File: config.mk
export PLATFORM = sky130hd
export DESIGN_NAME = vga_rect_address_gen
export DESIGN_NICKNAME = d
export VERILOG_FILES = /design/src/rtl/vga_rect_address_gen.sv
export SDC_FILE = /design/constraint.sdc
export NUM_CORES = 1
export LEC_CHECK = 0
export BUFFER_PORTS_ARGS = -buffer_cell sky130_fd_sc_hd__clkbuf_2
export CAP_MARGIN = 20
export CORE_ASPECT_RATIO = 0.75
export CORE_MARGIN = 2
export CORE_UTILIZATION = 60
export DETAILED_ROUTE_END_ITERATION = 10
export PLACE_DENSITY = 0.81
export SLEW_MARGIN = 20
export SYNTH_ARGS = -nofsm -noshare
export SYNTH_HDL_FRONTEND = slang
export SYNTH_SLANG_ARGS = --single-unit
File: constraint.sdc
create_clock -name clock -period 3.42 [get_ports clock]
set_input_delay 0 -clock clock [delete_from_list [all_inputs] [get_ports clock]]
set_output_delay 0 -clock clock [all_outputs]
set_load 0.01 [all_outputs]
File: src/rtl/vga_rect_address_gen.sv
`timescale 1ns/1ps
`default_nettype none
// ============================================================================
// Module      : vga_rect_address_gen
// Description : Streams raster-order frame-buffer addresses for a rectangle
//               over a valid/ready interface; one multiply per rectangle,
//               incremental adds per beat. Optional screen clipping is
//               enabled by defining VGA_RECT_CLIP_EN.
// Revision    : 1.0 - initial release
// ============================================================================
module vga_rect_address_gen #(
    parameter int H_RES   = 320,
    parameter int V_RES   = 240,
    parameter int COORD_W = 10,
    parameter int ADDR_W  = 17
) (
    input  logic               clock,
    input  logic               resetn,
    input  logic               start_valid,
    output logic               start_ready,
    input  logic [COORD_W-1:0] x0,
    input  logic [COORD_W-1:0] y0,
    input  logic [COORD_W-1:0] w,
    input  logic [COORD_W-1:0] h,
    output logic               out_valid,
    input  logic               out_ready,
    output logic [ADDR_W-1:0]  out_addr,
    output logic [COORD_W-1:0] out_x,
    output logic [COORD_W-1:0] out_y,
    output logic               out_last,
    output logic               busy,
    output logic               done
);

    localparam int RBW = ADDR_W + COORD_W;
    localparam logic [RBW-1:0]     c_h_res_rb = RBW'(H_RES);
    localparam logic [COORD_W-1:0] c_one      = COORD_W'(1);

    if ((2 ** ADDR_W) < (H_RES * V_RES)) begin : g_addr_w_check
        $error("vga_rect_address_gen: ADDR_W too narrow for H_RES*V_RES");
    end

    typedef enum logic [1:0] {
        S_IDLE = 2'd0,
        S_CALC = 2'd1,
        S_RUN  = 2'd2,
        S_DONE = 2'd3
    } state_t;

    state_t             r_state;
    logic [COORD_W-1:0] r_x0;
    logic [COORD_W-1:0] r_y0;
    logic [COORD_W-1:0] r_w;
    logic [COORD_W-1:0] r_h;
    logic [RBW-1:0]     r_row_base;
    logic [COORD_W-1:0] r_ew_m1;
    logic [COORD_W-1:0] r_col_cnt;
    logic [COORD_W-1:0] r_row_cnt;

    logic [COORD_W-1:0] w_ew;
    logic [COORD_W-1:0] w_eh;
    logic [RBW-1:0]     w_row_base;
    logic [RBW-1:0]     w_first_addr;
    logic [RBW-1:0]     w_next_row;
    logic [RBW-1:0]     w_next_row_addr;

`ifdef VGA_RECT_CLIP_EN
    localparam logic [COORD_W:0] c_h_res_x = (COORD_W+1)'(H_RES);
    localparam logic [COORD_W:0] c_v_res_x = (COORD_W+1)'(V_RES);

    logic [COORD_W:0] w_hspace;
    logic [COORD_W:0] w_vspace;

    // When the remaining screen span is chosen it is <= w, so it fits COORD_W.
    always_comb begin
        w_hspace = c_h_res_x - {1'b0, r_x0};
        w_vspace = c_v_res_x - {1'b0, r_y0};
        w_ew     = '0;
        w_eh     = '0;
        if ({1'b0, r_x0} < c_h_res_x) begin
            if ({1'b0, r_w} < w_hspace) w_ew = r_w;
            else                        w_ew = w_hspace[COORD_W-1:0];
        end
        if ({1'b0, r_y0} < c_v_res_x) begin
            if ({1'b0, r_h} < w_vspace) w_eh = r_h;
            else                        w_eh = w_vspace[COORD_W-1:0];
        end
    end
`else
    assign w_ew = r_w;
    assign w_eh = r_h;
`endif

    assign w_row_base      = RBW'(r_y0) * c_h_res_rb;
    assign w_first_addr    = w_row_base + RBW'(r_x0);
    assign w_next_row      = r_row_base + c_h_res_rb;
    assign w_next_row_addr = w_next_row + RBW'(r_x0);

    // Column/row down-counters track the walk, so x0+w never needs comparing.
    always_ff @(posedge clock) begin
        if (!resetn) begin
            r_state     <= S_IDLE;
            r_x0        <= '0;
            r_y0        <= '0;
            r_w         <= '0;
            r_h         <= '0;
            r_row_base  <= '0;
            r_ew_m1     <= '0;
            r_col_cnt   <= '0;
            r_row_cnt   <= '0;
            start_ready <= 1'b1;
            out_valid   <= 1'b0;
            out_addr    <= '0;
            out_x       <= '0;
            out_y       <= '0;
            out_last    <= 1'b0;
            busy        <= 1'b0;
            done        <= 1'b0;
        end else begin
            case (r_state)
                S_IDLE: begin
                    if (start_valid) begin
                        r_x0        <= x0;
                        r_y0        <= y0;
                        r_w         <= w;
                        r_h         <= h;
                        r_state     <= S_CALC;
                        start_ready <= 1'b0;
                        busy        <= 1'b1;
                    end
                end
                S_CALC: begin
                    r_row_base <= w_row_base;
                    r_ew_m1    <= w_ew - c_one;
                    r_col_cnt  <= w_ew - c_one;
                    r_row_cnt  <= w_eh - c_one;
                    if ((w_ew == '0) || (w_eh == '0)) begin
                        r_state <= S_DONE;
                        done    <= 1'b1;
                    end else begin
                        r_state   <= S_RUN;
                        out_valid <= 1'b1;
                        out_addr  <= w_first_addr[ADDR_W-1:0];
                        out_x     <= r_x0;
                        out_y     <= r_y0;
                        out_last  <= (w_ew == c_one) && (w_eh == c_one);
                    end
                end
                S_RUN: begin
                    if (out_ready) begin
                        if (out_last) begin
                            out_valid <= 1'b0;
                            out_last  <= 1'b0;
                            r_state   <= S_DONE;
                            done      <= 1'b1;
                        end else if (r_col_cnt == '0) begin
                            r_row_base <= w_next_row;
                            r_col_cnt  <= r_ew_m1;
                            r_row_cnt  <= r_row_cnt - c_one;
                            out_addr   <= w_next_row_addr[ADDR_W-1:0];
                            out_x      <= r_x0;
                            out_y      <= out_y + c_one;
                            out_last   <= (r_row_cnt == c_one) && (r_ew_m1 == '0);
                        end else begin
                            r_col_cnt <= r_col_cnt - c_one;
                            out_addr  <= out_addr + ADDR_W'(1);
                            out_x     <= out_x + c_one;
                            out_last  <= (r_row_cnt == '0) && (r_col_cnt == c_one);
                        end
                    end
                end
                S_DONE: begin
                    done        <= 1'b0;
                    busy        <= 1'b0;
                    start_ready <= 1'b1;
                    r_state     <= S_IDLE;
                end
                default: begin
                    r_state <= S_IDLE;
                end
            endcase
        end
    end

endmodule
`default_nettype wire

==> metrics <==
status completed; CP startpoint kind flop; final setup vio count 0; port bufs 85; total track usage 34.56%; period utilization 83.96%; Yosys warning total 0; Synth Area in Simple Gates 25.27%; RR Startpoint r_row_base[6]; CTS clock-pin slew for the worst setup and hold paths 60 ps; worst slew pin tran 878.2 ps; Setup Fix Bufs, Post-CTS 0; LEAKAGE 3.694 nW; Critical Path AT 3220 ps; number of library cell types mapped by synthesis 74; setup TNS 0 ps; H-tree depth 4; Synth Cell Area 7876 um^2; Avg Inst Size Synth 7.537 um^2; pwr/cell area 921.8 nW/um^2; final worst setup slack 548.7 ps; DRC viols 0; core area 12,880 um^2; layout overhead on the synthesized area 18.90%; RSZ-0062 raised after global routing false; Peak VDD IR 548.1 uV; CTS tree yes; final hold violation count 0; Rel. slew slack 40.91%; hold path depth 3; most frequent cells in the layout nand2_1, dfxtp_1, a21oi_1; Min-Delay Endpoint start_ready; WL final 23.43 mm; Synth Area in XOR/XNOR 6.894%; CP Max Fanout 6; DR iter-0 viols 1,083; io pins 86; RR Endpoint out_addr[16]; Synth Instances 1,045; Net Count, Synth 1,131; largest net degree at the start of global routing 62; pre-CTS WS 630.9 ps; Sink Count 125; post-cts gate resize count 0; Max-cap violations 0; FP Rows 36; Core Util, Final 72.70%; Max clock buf depth 2; first-pass GRT wire length 37.94 mm; Die H 103.2 um; hpwl dp 15.63 mm; n_diodes 0; initial antenna violation count 0; layout cells sized above 1 13.73%; worst skew pair latency 430 ps; flop and latch count out of synthesis 125; reg2reg path depth 9; total number of vias 8,224; compound-cell area share of the yosys netlist 22.76%; mux share of post-synthesis cell area 0.9055%; commonest non-fill, non-tap cell in the layout nand2_1; fmax 348.3 MHz; adder-cell share of the synthesized area 6.863%; Nets 1,231; Max Slew Vio Count 0; Hold Startpoint resetn; R2R setup slack 550 ps; Final Wtd Congestion 0.9272; Final Skew 10.21 ps; ys async rst share 0%; WHS 53.49 ps; number of global-route vias before repair 7,493; CTS root buffer clkbuf_16; crit path time final 2871 ps; largest family of logic cells by synthesized area simple AND/OR/NAND/NOR gates; DR vias/cell 6.188; ANT nets after route 0; drt first pass iters 6; Initial Util 61.14%; total die area 14,070 um^2; Crit path required time 3770 ps; sequential fraction of the synthesis area 31.77%; CTS Buf Count 17; Final Total Pwr 0.008633 W; HP Class input port to flop; critical path type flop to flop; CP endpoint kind flop; EDFF count, synth 0; grt ovf 0; Synth Flop Type dfxtp_1; routed len/inst 17.63 um; Die W 136.3 um
==> metrics by stage <==
step | std cells | area (um^2)
final | 1329 | 9365
after global routing | 1329 | 9365
after CTS | 1329 | 9365
after detailed placement | 1257 | 8348
after global placement | 1257 | 8348
after floorplan | 1045 | 7876
==> cell families (layout without fill, tap and decap cells) <==
kind of cell | Yosys count | count (layout)
and+or+nand+nor | 427 | 427
AOI/OAI and AO/OA | 292 | 292
DFF | 125 | 125
buffers and inverters | 89 | 202
xor gates and xnor gates | 62 | 62
adders and majority gates | 42 | 42
muxes | 7 | 7
other | 1 | 1
==> power breakdown <==
part	total (W)	switching (W)	internal, W
registers	0.00242	0.000562	0.00186
clock network	0.00189	0.000703	0.00119
logic	0.00432	0.00273	0.00159
total	0.00863	0.00399	0.00464
==> layout make-up <==
class	count	area, um^2
timing repair buffer	143	973.4
inverter	27	102.6
sequential	125	2502
fill	1011	3517
clock buffer	20	456.7
clock inverter	12	160.2
multi-input combinational	831	4956
tap	171	214.0
==> layer usage <==
| metal | share of wire, % | vias to the layer above | routed length (um) | GRT usage, % |
|---|---|---|---|---|
| met5 | 0 | - | 0 | 0 |
| met4 | 2.0 | 0 | 469 | 10.82 |
| met3 | 11 | 52 | 2680 | 8.967 |
| met2 | 42 | 462 | 9805 | 49.71 |
| met1 | 45 | 3796 | 10480 | 50.59 |
| li1 | - | 3914 | - | - |
==> timing repair <==
action,CTS,global route
setup endpoints to repair,0,0
hold buffers,40,0
endpoints found under the hold margin,40,0
==> worst max-delay path: stages, from the launching register on <==
cell and delay [ps]:
dfxtp_1 410, ha_1 290, ha_1 340, a211oi_1 350, o21bai_1 190, a31oi_1 490
nor4_1 160, xor2_1 170, or3_1 320, o211ai_1 80
==> how the worst max path moves through the flow <==
| stage | from | end | slack [ps] | depth (start not counted) |
|---|---|---|---|---|
| floorplan | r_y0[1] | out_addr[16] | 890 | 10 |
| global placement | r_y0[1] | out_addr[16] | 730 | 10 |
| detailed placement | r_y0[3] | out_addr[16] | 630 | 10 |
| CTS | r_y0[3] | out_addr[16] | 600 | 10 |
| global route | r_row_base[8] | out_addr[16] | 350 | 10 |
| finish | r_row_base[6] | out_addr[16] | 550 | 9 |
==> registers in the layout, summed over array words and instances, names as in the netlist <==
register / count
r_h: 10
r_row_base: 11
r_row_cnt: 10
out_valid: 1
r_state: 2
r_x0: 10
out_y: 10
start_ready: 1
out_addr: 17
out_x: 10
r_col_cnt: 10
r_y0: 10
done: 1
out_last: 1
r_w: 10
busy: 1
r_ew_m1: 10
==> cell usage after synthesis, drive strengths merged, types with 5 or more instances <==
| cell | count | area [um^2] |
|---|---|---|
| a211oi | 18 | 135.1 |
| a21o | 6 | 45.04 |
| a21oi | 119 | 599.3 |
| a311oi | 5 | 50.04 |
| a31oi | 14 | 87.58 |
| and2 | 10 | 66.32 |
| and3 | 9 | 61.31 |
| buf | 19 | 128.9 |
| clkbuf | 43 | 201.4 |
| dfxtp | 125 | 2502 |
| ha | 40 | 500.5 |
| inv | 27 | 101.3 |
| mux2i | 6 | 60.06 |
| nand2 | 186 | 703.2 |
| nand3 | 34 | 175.2 |
| nand3b | 7 | 52.55 |
| nand4 | 11 | 68.82 |
| nor2 | 96 | 360.4 |
| nor3 | 27 | 135.1 |
| nor3b | 7 | 52.55 |
| nor4 | 14 | 117.6 |
| o211ai | 19 | 142.6 |
| o21a | 5 | 37.54 |
| o21ai | 60 | 300.3 |
| xnor2 | 37 | 324.1 |
| xor2 | 25 | 219.0 |
No activity file was read; power rests on OpenSTA's default activity.
